--- config.mk ---
export PLATFORM = sky130hd
export DESIGN_NAME = seq_addsub_unit_flat
export DESIGN_NICKNAME = d
export VERILOG_FILES = /design/src/rtl/seq_addsub_unit_if.sv /design/src/rtl/seq_addsub_unit.sv /design/src/flat_wrapper.sv
export SDC_FILE = /design/constraint.sdc
export NUM_CORES = 1
export LEC_CHECK = 0
export ABC_CLOCK_PERIOD_IN_PS = 5640
export CAP_MARGIN = 20
export CORE_MARGIN = 4
export CORE_UTILIZATION = 35
export DETAILED_ROUTE_END_ITERATION = 7
export PLACE_DENSITY = 0.61
export SYNTH_ARGS = -nofsm -noshare
export SYNTH_HDL_FRONTEND = slang
export SYNTH_SLANG_ARGS = --single-unit
--- constraint.sdc ---
create_clock -name clk -period 5.64 [get_ports clk]
set_clock_uncertainty 0.05 [all_clocks]
set_input_delay 0.564 -clock clk [delete_from_list [all_inputs] [get_ports clk]]
set_output_delay 0.564 -clock clk [all_outputs]
set_load 0.02 [all_outputs]
--- src/rtl/seq_addsub_unit_if.sv ---
// Handshake and operand/result bundle for the sequential add/subtract unit.
// The master issues operations; the slave (the unit itself) reports status,
// the result and the condition flags.
interface seq_addsub_unit_if #(
   parameter int WIDTH = 64
);
   logic             start;
   logic             mode;
   logic [WIDTH-1:0] a;
   logic [WIDTH-1:0] b;
   logic             busy;
   logic             done;
   logic [WIDTH-1:0] result;
   logic             cb;
   logic             overflow;
   logic             zero;
   logic             sign;

   modport master (
      output start, mode, a, b,
      input  busy, done, result, cb, overflow, zero, sign
   );

   modport slave (
      input  start, mode, a, b,
      output busy, done, result, cb, overflow, zero, sign
   );
endinterface

--- src/rtl/seq_addsub_unit.sv ---
// Multi-cycle adder/subtractor. Operands are consumed CHUNK bits per clock,
// least significant slice first, with the carry rippling through a 1-bit
// register. Subtraction is a + ~b + 1 (carry register preset to 1).
// Produces the result plus zero/sign/overflow/carry-borrow flags and a
// start/busy/done handshake. CHUNK must divide WIDTH and be smaller than it.
module seq_addsub_unit #(
   parameter int WIDTH = 64,
   parameter int CHUNK = 8
) (
   input  logic            clk,
   input  logic            rst,
   seq_addsub_unit_if.slave bus
);

   localparam int N     = WIDTH / CHUNK;
   localparam int CNT_W = (N > 1) ? $clog2(N) : 1;
   localparam logic [CNT_W-1:0] LAST = CNT_W'(N - 1);

   typedef enum logic [1:0] {
      IDLE = 2'd0,
      RUN  = 2'd1,
      DONE = 2'd2
   } state_t;

   state_t state_q, state_d;

   // Operands shift right one slice per cycle so the active slice is always
   // at the bottom; finished slices shift into the top of the accumulator.
   logic [WIDTH-1:0]       a_q;
   logic [WIDTH-1:0]       b_q;      // b, or ~b when subtracting
   logic [WIDTH-CHUNK-1:0] acc_q;    // completed slices, upper-aligned
   logic                   carry_q;
   logic                   mode_q;
   logic [CNT_W-1:0]       cnt_q;

   logic [WIDTH-1:0] result_q;
   logic             cb_q;
   logic             ovf_q;
   logic             zero_q;
   logic             sign_q;

   logic             accept;
   logic             last;
   logic [CHUNK:0]   slice_sum;
   logic [WIDTH-1:0] full_sum;

   // A new operation may start from IDLE or DONE, never mid-run.
   assign accept    = bus.start && (state_q != RUN);
   assign last      = (state_q == RUN) && (cnt_q == LAST);
   assign slice_sum = {1'b0, a_q[CHUNK-1:0]} + {1'b0, b_q[CHUNK-1:0]}
                    + {{CHUNK{1'b0}}, carry_q};
   // On the final slice this is the complete WIDTH-bit result.
   assign full_sum  = {slice_sum[CHUNK-1:0], acc_q};

   // State register.
   always_ff @(posedge clk) begin
      if (rst) state_q <= IDLE;
      else     state_q <= state_d;
   end

   // Next-state logic.
   always_comb begin
      state_d = state_q;
      case (state_q)
         IDLE:    if (bus.start) state_d = RUN;
         RUN:     if (cnt_q == LAST) state_d = DONE;
         DONE:    state_d = bus.start ? RUN : IDLE;
         default: state_d = IDLE;
      endcase
   end

   // Slice counter.
   always_ff @(posedge clk) begin
      if (rst)                  cnt_q <= '0;
      else if (accept)          cnt_q <= '0;
      else if (state_q == RUN)  cnt_q <= cnt_q + CNT_W'(1);
   end

   // Operand latch and per-slice ripple; mode presets the carry-in.
   always_ff @(posedge clk) begin
      if (accept) begin
         a_q     <= bus.a;
         b_q     <= bus.mode ? ~bus.b : bus.b;
         carry_q <= bus.mode;
         mode_q  <= bus.mode;
      end else if (state_q == RUN) begin
         a_q     <= a_q >> CHUNK;
         b_q     <= b_q >> CHUNK;
         acc_q   <= full_sum[WIDTH-1:CHUNK];
         carry_q <= slice_sum[CHUNK];
      end
   end

   // Result and flags update only on completion; sign bits of the operands
   // are the top bits of the final slice still sitting in a_q/b_q.
   always_ff @(posedge clk) begin
      if (rst) begin
         result_q <= '0;
         cb_q     <= 1'b0;
         ovf_q    <= 1'b0;
         zero_q   <= 1'b0;
         sign_q   <= 1'b0;
      end else if (last) begin
         result_q <= full_sum;
         cb_q     <= slice_sum[CHUNK] ^ mode_q;
         ovf_q    <= (a_q[CHUNK-1] == b_q[CHUNK-1]) &&
                     (slice_sum[CHUNK-1] != a_q[CHUNK-1]);
         zero_q   <= (full_sum == '0);
         sign_q   <= slice_sum[CHUNK-1];
      end
   end

   assign bus.busy     = (state_q == RUN);
   assign bus.done     = (state_q == DONE);
   assign bus.result   = result_q;
   assign bus.cb       = cb_q;
   assign bus.overflow = ovf_q;
   assign bus.zero     = zero_q;
   assign bus.sign     = sign_q;

endmodule

--- src/flat_wrapper.sv ---
// flat-port wrapper written by rule: the top's interface ports become plain ports
module seq_addsub_unit_flat 
#(
   parameter int WIDTH = 64,
   parameter int CHUNK = 8
)
  (clk, rst, bus_start, bus_mode, bus_a, bus_b, bus_busy, bus_done, bus_result, bus_cb, bus_overflow, bus_zero, bus_sign);
  seq_addsub_unit_if #(.WIDTH(WIDTH)) bus_i ();
  input  logic clk;
  input  logic rst;
  input wire logic [$bits(bus_i.start)-1:0] bus_start;
  input wire logic [$bits(bus_i.mode)-1:0] bus_mode;
  input wire logic [$bits(bus_i.a)-1:0] bus_a;
  input wire logic [$bits(bus_i.b)-1:0] bus_b;
  output wire logic [$bits(bus_i.busy)-1:0] bus_busy;
  output wire logic [$bits(bus_i.done)-1:0] bus_done;
  output wire logic [$bits(bus_i.result)-1:0] bus_result;
  output wire logic [$bits(bus_i.cb)-1:0] bus_cb;
  output wire logic [$bits(bus_i.overflow)-1:0] bus_overflow;
  output wire logic [$bits(bus_i.zero)-1:0] bus_zero;
  output wire logic [$bits(bus_i.sign)-1:0] bus_sign;
  assign bus_i.start = bus_start;
  assign bus_i.mode = bus_mode;
  assign bus_i.a = bus_a;
  assign bus_i.b = bus_b;
  assign bus_busy = bus_i.busy;
  assign bus_done = bus_i.done;
  assign bus_result = bus_i.result;
  assign bus_cb = bus_i.cb;
  assign bus_overflow = bus_i.overflow;
  assign bus_zero = bus_i.zero;
  assign bus_sign = bus_i.sign;
  seq_addsub_unit #(.WIDTH(WIDTH), .CHUNK(CHUNK)) u_core (.clk(clk), .rst(rst), .bus(bus_i));
endmodule
==> results of run 1 <==
power groups by stage:
stage	combinational, W	sequential, W	clock, W
CTS	0.000509	0.00233	0.00178
floorplan	0.000317	0.00234	0
detailed placement	0.000508	0.00237	0
global placement	0.000499	0.00236	0
finish	0.000502	0.00232	0.00174
global route	0.000567	0.00234	0.00186
worst max-delay path: cells and delay by family (launching register included):
family / cells / cell delay (ns)
buffers and inverters: 2 / 1.04
AND/OR/NAND/NOR: 1 / 0.49
flip-flops: 1 / 0.31
cells by family after synthesis:
group / after synthesis / share of synthesized area
xor+xnor: 70 / 0.05893
compound gates: 136 / 0.06914
fa+ha+maj: 11 / 0.01449
flops: 258 / 0.6672
mux: 1 / 0.0009505
buf+inv: 65 / 0.02471
simple gates: 423 / 0.1645
cells in the final DEF, fill, tap and decap left out, types with 2 or more instances in the layout:
cell                              synthesis  routed
sky130_fd_sc_hd__nand2_1                349     348
sky130_fd_sc_hd__clkdlybuf4s50_1          0     199
sky130_fd_sc_hd__edfxtp_1               186     186
sky130_fd_sc_hd__dfxtp_1                 72      72
sky130_fd_sc_hd__a21oi_1                 69      69
sky130_fd_sc_hd__xnor2_1                 66      66
sky130_fd_sc_hd__o21ai_0                 57      57
sky130_fd_sc_hd__clkbuf_16                0      29
sky130_fd_sc_hd__nor2_1                  24      24
sky130_fd_sc_hd__nor4_1                  13      13
sky130_fd_sc_hd__ha_1                     9       9
sky130_fd_sc_hd__and3_1                   8       8
sky130_fd_sc_hd__clkinv_2                 0       8
sky130_fd_sc_hd__buf_4                    1       7
sky130_fd_sc_hd__inv_1                    8       6
sky130_fd_sc_hd__clkinv_1                 0       6
sky130_fd_sc_hd__nand3b_1                 4       4
sky130_fd_sc_hd__nor3_1                   3       3
sky130_fd_sc_hd__xor2_1                   3       3
sky130_fd_sc_hd__nor3b_1                  3       3
sky130_fd_sc_hd__or4_1                    3       3
sky130_fd_sc_hd__nand4_1                  3       3
sky130_fd_sc_hd__nand4b_1                 3       3
sky130_fd_sc_hd__clkbuf_1                44       3
sky130_fd_sc_hd__diode_2                  0       2
sky130_fd_sc_hd__nand2b_1                 3       2
sky130_fd_sc_hd__or2_2                    2       2
sky130_fd_sc_hd__nor2b_1                  2       2
sky130_fd_sc_hd__inv_2                    0       2
sky130_fd_sc_hd__fa_1                     2       2
sky130_fd_sc_hd__clkbuf_8                 0       2
sky130_fd_sc_hd__buf_12                   0       2
metrics by stage:
stage | power, W | cells | setup WS, ns | hold WS, ns
CTS | 0.004621 | 1557 | 2.637 | 0.4043
finish | 0.004563 | 1560 | 2.667 | 0.4018
floorplan | 0.002662 | 964 | 1.321 | 0.3905
global placement | 0.002861 | 1505 | 2.305 | 0.3915
detailed placement | 0.002876 | 1505 | 2.292 | 0.3959
global route | 0.004768 | 1558 | 2.521 | 0.4236
sequential cells by signal, summed over array words and instances, names as in the netlist, 2 cells and up:
name,flops
u_core.acc_q,56
u_core.a_q,64
u_core.b_q,64
u_core.state_q,2
u_core.cnt_q,3
u_core.bus.result,63
area by class of cell:
class	count	area, µm²	area share
antenna	2	5.005	0.0003631
clock buffer	34	764.5	0.05547
clock inverter	18	117.6	0.008534
inverter	8	30.03	0.002179
multi-input combinational	641	3261	0.2366
sequential	258	7027	0.5098
tap	390	488.0	0.03541
timing repair buffer	209	2090	0.1516
per-layer routing:
metal  up-vias  share of wire  global-route usage
li1       3651              -                   -
met1      3329           0.42              0.1789
met2       221           0.46              0.2284
met3        40          0.093             0.04587
met4        10          0.019             0.02912
met5         -         0.0026                   0
final timing paths:
path,startpoint,endpoint,slack (ns)
setup / recovery,u_core.state_q[1]$_SDFFE_PP0P_,bus_busy,2.67
hold / removal,u_core.bus.result[33]$_SDFFE_PP0P_,u_core.bus.result[33]$_SDFFE_PP0P_,0.40
hold reg to reg,u_core.bus.result[33]$_SDFFE_PP0P_,u_core.bus.result[33]$_SDFFE_PP0P_,0.40
setup reg to reg,u_core.state_q[1]$_SDFFE_PP0P_,u_core.a_q[46]$_DFFE_PP_,2.82
==> run summary, run 1 <==
The clock sink total is 258. The clock slew seen by the registers of the worst setup and hold paths came out at 0.06 ns. The clock passes through at most 3 buffers. Among all cell types in the netlist, the one instantiated most often is sky130_fd_sc_hd__nand2_1.

The number of buffers created by CTS is 28. The delay of the slowest cell on the worst path came out at 0.72 ns. The global-route wire length before repair is 37310 µm. The largest driver fanout on the critical path is 14. The internal power consumption is 0.003489 W. The number of synthesis warnings is 0. For this block, the initial DRC count from the detailed router was 538.

The achievable frequency came out at 336.3 MHz. The die is 181.5 µm tall. The number of distinct library cell variants in the gate-level netlist after synthesis came out at 41. The portion of synthesized cell area occupied by the leading cell type came out at 0.5304. The total vias in the final route is 7251.

The peak supply drop is 208.1 µV. The synthesized area per cell is 10.92 µm². The gate count after technology mapping is 964.

For the pin with the worst max-slew slack, the measured transition is 0.9403 ns. The length of the first detailed-routing pass in iterations is 4. Ranked by total cell area, the synthesized netlist is headed by sky130_fd_sc_hd__edfxtp_1, sky130_fd_sc_hd__dfxtp_1, sky130_fd_sc_hd__nand2_1, sky130_fd_sc_hd__xnor2_1, sky130_fd_sc_hd__a21oi_1. The placer congestion estimate came out at 0.7657. For the worst flop-to-flop path, the logic depth is 5.

Setup violations remaining at the end of the flow were counted as 0. The endpoint arrival time on the critical path is 2.36 ns. The total negative setup slack came out at 0 ns. Max-cap violations in this run came to 0.

The async set-reset flop share out of synthesis is 0. Entering global routing, the biggest net connects 87 pins. In the final layout, the share of cells above drive strength 1 is 0.05736. The power per unit of standard cell area is 331.1 mW/mm². The number of core rows came out at 63. The remaining global-route overflow came out at 0.

The number of stages on the worst hold path came out at 2. Of the available clock period, the critical path in the final layout requires 0.5272. The biggest area contributor in the post-synthesis netlist is sky130_fd_sc_hd__edfxtp_1. In this run the count of I/O pins placed on the die edge is 202. For this run, design rule violations remaining after detail routing come to 0. The count of nets after finishing came out at 1289. The area of the core came out at 0.02964 mm². The average detailed-routed wire length per instance came out at 15.31 µm. The overall track demand over capacity in global routing came out at 0.1383.

The final non-filler cell area is 0.01378 mm². The quantity of hold-fixing buffers added after cts came out at 0. The number of global-route vias before repair came out at 7172.

The worst slew margin relative to its limit is 0.3722. For this run, the share of the core covered by cells in the final layout is 0.4650. The routed wire length is 23880 µm.

The sequential share of power came out at 0.509. The clock period could shrink to 2.973 ns. After clock tree synthesis, the repair step resized 0 gates.

TritonCTS built the clock tree. Detailed placement ended at an HPWL of 16220 µm. The number of fill cells in the layout is 2818. Of the synthesized area, sequential elements account for 0.6672.

The tightest min-delay check is of the flop to flop type. The H-tree depth reported by CTS is 1. The run finished with clean final reports. The switching power of the nets came out at 0.001074 W.

The largest individual stage delay along the critical path comes from the cell sky130_fd_sc_hd__clkdlybuf4s50_1. The post-synth net total came out at 1107. The combinational fraction of design power is 0.110. The number of enable-type register cells in the synthesized netlist is 186.

The signal on the critical path passes through nand2b_1 > inv_1 > clkdlybuf4s50_1. The number of antenna violations at the first check in global routing is 7. The prevailing post-synth register cell is sky130_fd_sc_hd__edfxtp_1. The hold violation count in the final report is 0.

The full die area came out at 0.03293 mm². At the later pin of the worst-skew pair, clock insertion delay measures 0.52 ns. Input and output buffers added on the ports amount to 201. The post-synthesis instance area came out at 0.01053 mm².

By startpoint and endpoint, the worst setup path is classified as flop to output port. The switching power as a share of total power came out at 0.2354. The antenna violation net count after detailed routing is 0. The signed area change from the synthesized netlist to the final layout came out at 30.87%.

Using the TritonRoute via totals, the vias-per-cell ratio works out to 4.648. Setup repair after global routing left no endpoint under its margin. The clock share of power is 0.381. The count of buffers added by post-CTS timing repair for setup came out at 0. The worst endpoint required time came out at 5.03 ns.

For this configuration, the core starts out at a cell density of 0.3553. The worst setup path is launched from a flop. The leakage power total is 4.991 nW. The post-synthesis sequential element count is 258.

After detailed placement, the total cell area comes to 0.01287 mm². The number of slew-limit violations in the final report came out at 0. The floorplan step set the die width to 181.5 µm. The commonest cells after synthesis are sky130_fd_sc_hd__nand2_1, sky130_fd_sc_hd__edfxtp_1, sky130_fd_sc_hd__dfxtp_1. The critical path endpoint category is an output port.

The tree is rooted in a sky130_fd_sc_hd__clkbuf_16.
Power figures use the tool's default switching activity.
==> run 2, diff against run 1 <==
ABC_CLOCK_PERIOD_IN_PS = 2900   (was 5640)
clock period = 2.9 ns   (was 5.64 ns; I/O delays follow)
==> run 2 against run 1 <==
Combinational power increased by 99%. Critical path depth is 6 higher. Via count grew 0.97%. Worst setup slack worse by 2.2 ns. Sequential share of layout area decreased by 0.73 points. Global-route usage increased by 0.22 points. Core utilization up 0.68 points. Sequential cell count is the same. Clock power rose by 110%. Die area unchanged. Non-clock buffer count rose by 7. Highest routed layer unchanged.
==> run summary, run 2 (synthesis results as in run 1) <==
The placer congestion estimate is 0.7976. The minimum clock period came out at 2.456 ns. The number of global-route vias before repair is 7221. After clock tree synthesis, the repair step resized 0 gates. The placed wire-length estimate is 16980 µm.

The sequential share of power came out at 0.497. Buffers added to address setup during post-CTS repair amount to 0. 202 I/O pins were placed.

For this block, the routed nets add up to 24160 µm of wire. The antenna violation net count after detailed routing is 0. The final non-filler cell area is 0.01398 mm². The peak supply drop came out at 567.0 µV. The leakage power total came out at 5.079 nW. The area of the core came out at 0.02964 mm². On the critical path the largest part of the delay comes from simple AND/OR/NAND/NOR gates. The total vias in the final route came out at 7321. Adding up every negative setup slack in the final design gives 0 ns. The die is 181.5 µm wide. Buffers inserted to repair hold after CTS numbered 0.

Across the whole layout, storage elements account for 0.007027 mm². The length of the first detailed-routing pass in iterations came out at 5. The signed area change from the synthesized netlist to the final layout is 32.78%. The power per unit of standard cell area is 650.6 mW/mm². In the final layout, the share of cells above drive strength 1 is 0.06218. After detailed placement, the total cell area comes to 0.01305 mm². In the layout the commonest cells are sky130_fd_sc_hd__nand2_1, sky130_fd_sc_hd__clkdlybuf4s50_1, sky130_fd_sc_hd__edfxtp_1, sky130_fd_sc_hd__dfxtp_1, sky130_fd_sc_hd__a21oi_1. The number of core rows came out at 63. The hold violation count in the final report is 0.

The clock slew seen by the registers of the worst setup and hold paths is 0.06 ns. The number of buffers and inverters on the critical path is 1. The critical path endpoint category is a flop. The global-route wire length before repair came out at 37810 µm. In this run, CTS created clock tree buffers numbering 28. The number of slew-limit violations in the final report came out at 0.

STA classifies the critical path startpoint as a flop. The switching power of the nets is 0.002105 W. The most numerous cell on the critical path is sky130_fd_sc_hd__fa_1.

The clock sink total is 258. Internal power comes to 0.006992 W. The commonest non-fill, non-tap cell in the layout is sky130_fd_sc_hd__nand2_1. The delay of the slowest cell on the worst path came out at 0.47 ns. The count of buffers added on input and output ports is 201.

The transition time of the tightest slew-check pin is 0.7156 ns. The number of fill cells in the layout came out at 2812. The H-tree depth reported by CTS is 1. The number of antenna violations at the first check in global routing came out at 6. The multi-input gate area in the final layout is 0.003261 mm². Dividing the detail-routed wire length by the instance count gives 15.43 µm. At the end of the flow, the number of nets in the layout was 1296.

The initial utilization of the core area, before any placement, comes to 0.3553. The library cell used as clock root buffer is sky130_fd_sc_hd__clkbuf_16. The combinational fraction of design power is 0.110. The die span in y is 181.5 µm. The worst min-delay path class is primary input to flop. The final standard cell count with taps included and fillers excluded came out at 1566. The endpoint arrival time on the critical path is 2.85 ns. The achievable frequency came out at 407.1 MHz. The post-route DRC violation count is 0. Entering global routing, the biggest net connects 86 pins. The portion of the clock cycle consumed by the worst path in the final layout is 0.8470. No sink is reached through more buffers than the 3 on the longest clock path. The remaining global-route overflow is 0. The setup path with the least slack is of type flop to flop. Among all stages on the critical path, the largest delay is contributed by sky130_fd_sc_hd__fa_1. Along the worst path, the maximum fanout reaches 3.

The worst slew margin relative to its limit is 0.5229. The full die area came out at 0.03293 mm². TritonCTS built the clock tree. The ratio of routed vias to standard cells came out at 4.675. The switching power as a share of total power is 0.2314.

The signal on the critical path passes through fa_1 > inv_1 > fa_1 > xnor2_1 > nor3_1 > nand4_1 > nor4_1 > nand4b_1 > o31ai_2. The source-to-sink clock delay at the later pin of the worst-skew pair is 0.54 ns. The max-capacitance violation count came out at 0. The count of final setup violators is 0.

The count of placed standard cells including taps is 1513. The worst endpoint required time came out at 3.30 ns. The overall track demand over capacity in global routing came out at 0.1404. The final core area utilization is 0.4718.

The clock share of power is 0.393. The flow ran to the end, and the final reports show no timing, DRC or antenna violations. The DRC marker count from the first detailed-route iteration came out at 466. Setup repair after global routing left no endpoint under its margin.
## run 2: layout make-up
cell class / count / share of cell area
inverters: 8 / 0.002147
well taps: 390 / 0.03490
flip-flops and latches: 258 / 0.5025
clock buffers: 30 / 0.05136
multi-input cells: 641 / 0.2332
diodes: 2 / 0.0003579
repair buffers: 216 / 0.1603
clock inverters: 21 / 0.01521
## run 2: per-stage QoR
| step | total power [W] | hold WS, ns | setup WS, ns |
|---|---|---|---|
| 6_report | 0.009097 | 0.1453 | 0.4437 |
| 5_1_grt | 0.009477 | 0.1511 | 0.2650 |
| 4_1_cts | 0.009209 | 0.1197 | 0.4318 |
| 3_5_place_dp | 0.005624 | 0.3973 | 0.4634 |
| 3_3_place_gp | 0.005597 | 0.3939 | 0.4825 |
| 2_1_floorplan | 0.005167 | 0.3354 | 0.2871 |
## run 2: power groups by stage
| stage | Combinational [W] | Sequential [W] | Clock [W] |
|---|---|---|---|
| finish | 0.00100 | 0.00452 | 0.00357 |
| global route | 0.00113 | 0.00455 | 0.00379 |
| CTS | 0.00102 | 0.00453 | 0.00366 |
| detailed placement | 0.00102 | 0.00461 | 0 |
| global placement | 0.00100 | 0.00459 | 0 |
| floorplan | 0.000618 | 0.00455 | 0 |
## run 2: path summary, 6_finish.rpt
path | cells past startpoint | startpoint | slack, ns | end
max | 9 | u_core.carry_q$_DFFE_PP_ | 0.44 | u_core.bus.zero$_SDFFE_PP0P_
min | 2 | rst | 0.15 | u_core.cnt_q[0]$_SDFFE_PP0P_
max reg2reg | 9 | u_core.carry_q$_DFFE_PP_ | 0.44 | u_core.bus.zero$_SDFFE_PP0P_
min reg2reg | 2 | u_core.bus.result[35]$_SDFFE_PP0P_ | 0.40 | u_core.bus.result[35]$_SDFFE_PP0P_
## run 2: layer usage
layer / wire length [µm] / share of wire / track usage
met3: 2533 / 0.10 / 0.05329
met2: 11280 / 0.47 / 0.2378
met5: 69 / 0.0029 / 0
met4: 353 / 0.015 / 0.02372
met1: 9926 / 0.41 / 0.1749
==> run 3, diff against run 2 <==
ABC_CLOCK_PERIOD_IN_PS = 2220   (was 2900)
PLACE_DENSITY = 0.63   (was 0.61)
clock period = 2.22 ns   (was 2.9 ns; I/O delays follow)
==> run 3 against run 2 <==
The run now ends with setup timing left. Core utilization rose by 0.48 points. Die area did not move. Design area is 1.0% higher. Critical path type unchanged. Critical path depth is the same.
==> run summary, run 3 (synthesis results as in run 1) <==
The flow ran to the end, but the final reports show violations. The final reports fail on setup timing. The signed area change from the synthesized netlist to the final layout is 34.12%. The number of core rows is 63.

After global routing the overflow that remains totals 0. The number of cells on the worst reg-to-reg path is 9. The first routing iteration left 533 violations.

The worst setup path is launched from a flop. Among all stages on the critical path, the largest delay is contributed by sky130_fd_sc_hd__or4_1. The transition time of the tightest slew-check pin is 0.7133 ns. The min-delay analysis places its worst path in the category primary input to flop. Excluding fillers, the count of instances in the completed layout stands at 1582. The count of final setup violators came out at 7. In the global route stage, overall resource usage came out at 0.1409. The total vias in the final route came out at 7394. The total chip power is 0.01171 W. Across the VDD grid, the largest voltage drop is 560.8 µV. The number of antenna violations at the first check in global routing is 3. The number of global-route vias before repair came to 7237. The launching instance or port of the critical path is u_core.a_q[0]$_DFFE_PP_.

The clock share of power is 0.370. The clock sink total is 258. The final layout contains routed wiring with a total length of 23890 µm. The most numerous cell on the critical path is sky130_fd_sc_hd__fa_2.

The worst slew margin relative to its limit is 0.5245. The worst endpoint required time is 2.63 ns. The largest driver fanout on the critical path is 2.

The internal power consumption came out at 0.008969 W. The global-route wire length before repair came out at 38070 µm. The worst register-to-register path ends at u_core.bus.cb$_SDFFE_PP0P_.

Walking the worst path, the cells encountered are fa_2 > inv_2 > fa_2 > nand2b_4 > a21oi_4 > o311a_1 > o22ai_2 > or4_1 > nand3_1. Leaving out fill and tap cells, the most frequent cell in the layout is sky130_fd_sc_hd__nand2_1. The H-tree depth reported by CTS came out at 1. The reg-to-reg critical path startpoint is u_core.a_q[0]$_DFFE_PP_.

The pin count of the biggest net entering global routing is 75. The max-capacitance violation count is 0. The capturing instance or port of the critical path is u_core.bus.cb$_SDFFE_PP0P_. The gate family responsible for the most delay along the worst path is simple AND/OR/NAND/NOR gates. The delay of the slowest cell on the worst path is 0.47 ns. The die extent in x came out at 181.5 µm. The placed wire-length estimate is 16790 µm.

The area of the core is 0.02964 mm². At the end of routability-driven placement, the weighted congestion stood at 0.7930. The starting density of the core came out at 0.3553. The leakage power total came out at 5.164 nW.

The cell count along the critical path came out at 9. Of the total power, registers draw 0.504. The combinational fraction of design power is 0.126.

The instance area after placement came out at 0.01311 mm². Counting along the longest clock path gives a buffer depth of 3. The source-to-sink clock delay at the later pin of the worst-skew pair came out at 0.53 ns. The number of buffers created by CTS is 28. The full die area is 0.03293 mm². The total negative setup slack is -0.4018 ns.

Buffers placed on the I/O ports in this run total 201. Dividing total power by cell area gives a power density of 829.0 mW/mm². The average detailed-routed wire length per instance came out at 15.10 µm.

The endpoint arrival time on the critical path came out at 2.74 ns. The ratio of routed vias to standard cells came out at 4.674. Once routing completed, OpenROAD measured the worst setup slack at -0.1063 ns.

The portion of the clock cycle consumed by the worst path in the final layout is 1.048. The net count of the finished layout is 1313. The number of slew-limit violations in the final report came to 0. For flop-to-flop paths, the worst setup slack is -0.11 ns. The library cell used as clock root buffer is sky130_fd_sc_hd__clkbuf_16. The count of nets left with antenna violations once routing finished came out at 0. The switching power of the nets is 0.002741 W. The floorplan step set the die height to 181.5 µm. STA classifies the critical path endpoint as a flop. The number of I/O pins came out at 202.

Clock-pin slew was measured on the worst setup and hold paths at 0.06 ns. Counting both buffers and inverters, the worst setup path holds a total of 1. The achievable frequency is 429.9 MHz. Leaving out fill and tap cells, the most frequent cells in the layout are sky130_fd_sc_hd__nand2_1, sky130_fd_sc_hd__clkdlybuf4s50_1, sky130_fd_sc_hd__edfxtp_1, sky130_fd_sc_hd__dfxtp_1.

TritonCTS built the clock tree. The share of final-layout standard cells stronger than drive strength 1 came out at 0.08655. The switching power as a share of total power came out at 0.2341. The minimum clock period came out at 2.326 ns. The first detailed-routing pass took 5 iterations. The count of placed standard cells including taps is 1525. The hold violation count in the final report came out at 0. The worst setup path is of the flop to flop kind.

For this run, design rule violations remaining after detail routing come to 0. The final non-filler cell area came out at 0.01412 mm². Setup repair after global routing could not meet its margin everywhere.
-- run 3: final cells by class --
class	instances	area, µm²
Sequential cell	258	7027
Fill cell	2780	15510
Inverter	8	30.03
Clock inverter	13	93.84
Multi-Input combinational cell	641	3366
Timing Repair Buffer	233	2350
Clock buffer	37	765.7
Tap cell	390	488.0
Antenna cell	2	5.005
-- run 3: layer usage --
| metal | vias up | share of wire | GRT usage |
|---|---|---|---|
| met5 | - | 0.0014 | 0 |
| met4 | 6 | 0.019 | 0.03332 |
| met3 | 41 | 0.11 | 0.05308 |
| met2 | 259 | 0.47 | 0.2296 |
| met1 | 3394 | 0.40 | 0.1793 |
| li1 | 3694 | - | - |
-- run 3: what timing repair did --
item	CTS	global route
endpoints found under the hold margin	1	0
resized for setup	12	9
pin swaps	11	2
setup endpoints to repair	8	9
setup buffers	3	1
hold buffers	1	0
-- run 3: worst register-to-register path, stage by stage (launching register included) --
cell and delay [ns]:
sky130_fd_sc_hd__edfxtp_1 0.37, sky130_fd_sc_hd__fa_2 0.25, sky130_fd_sc_hd__inv_2 0.05, sky130_fd_sc_hd__fa_2 0.35
sky130_fd_sc_hd__nand2b_4 0.16, sky130_fd_sc_hd__a21oi_4 0.16, sky130_fd_sc_hd__o311a_1 0.24, sky130_fd_sc_hd__o22ai_2 0.09
sky130_fd_sc_hd__or4_1 0.47, sky130_fd_sc_hd__nand3_1 0.07
-- run 3: how the worst min path moves through the flow --
stage	startpoint	endpoint	slack, ns	cells after the start
after floorplan	rst	u_core.state_q[1]$_SDFFE_PP0P_	0.27	1
after global placement	u_core.bus.result[17]$_SDFFE_PP0P_	u_core.bus.result[17]$_SDFFE_PP0P_	0.39	2
after detailed placement	u_core.bus.result[9]$_SDFFE_PP0P_	u_core.bus.result[9]$_SDFFE_PP0P_	0.40	2
after CTS	bus_mode	u_core.mode_q$_DFFE_PP_	0.11	1
after global routing	bus_mode	u_core.mode_q$_DFFE_PP_	0.12	1
final	bus_mode	u_core.mode_q$_DFFE_PP_	0.13	1
-- run 3: through the flow --
step / worst slack (ns) / utilization / hold WS, ns
2_1_floorplan: -0.04798 / - / 0.2674
3_3_place_gp: -0.1392 / 0.4424 / 0.3936
3_5_place_dp: -0.2164 / 0.4424 / 0.3963
4_1_cts: -0.1000 / 0.4744 / 0.1088
5_1_grt: -0.2257 / 0.4764 / 0.1173
6_report: -0.1063 / 0.4766 / 0.1339
-- run 3: power by group through the flow --
stage,Clock (W),Combinational (W),Sequential (W)
4_1_cts,0.00446,0.00144,0.00590
2_1_floorplan,0,0.000808,0.00594
6_report,0.00434,0.00147,0.00590
5_1_grt,0.00467,0.00165,0.00594
3_5_place_dp,0,0.00136,0.00600
3_3_place_gp,0,0.00133,0.00599
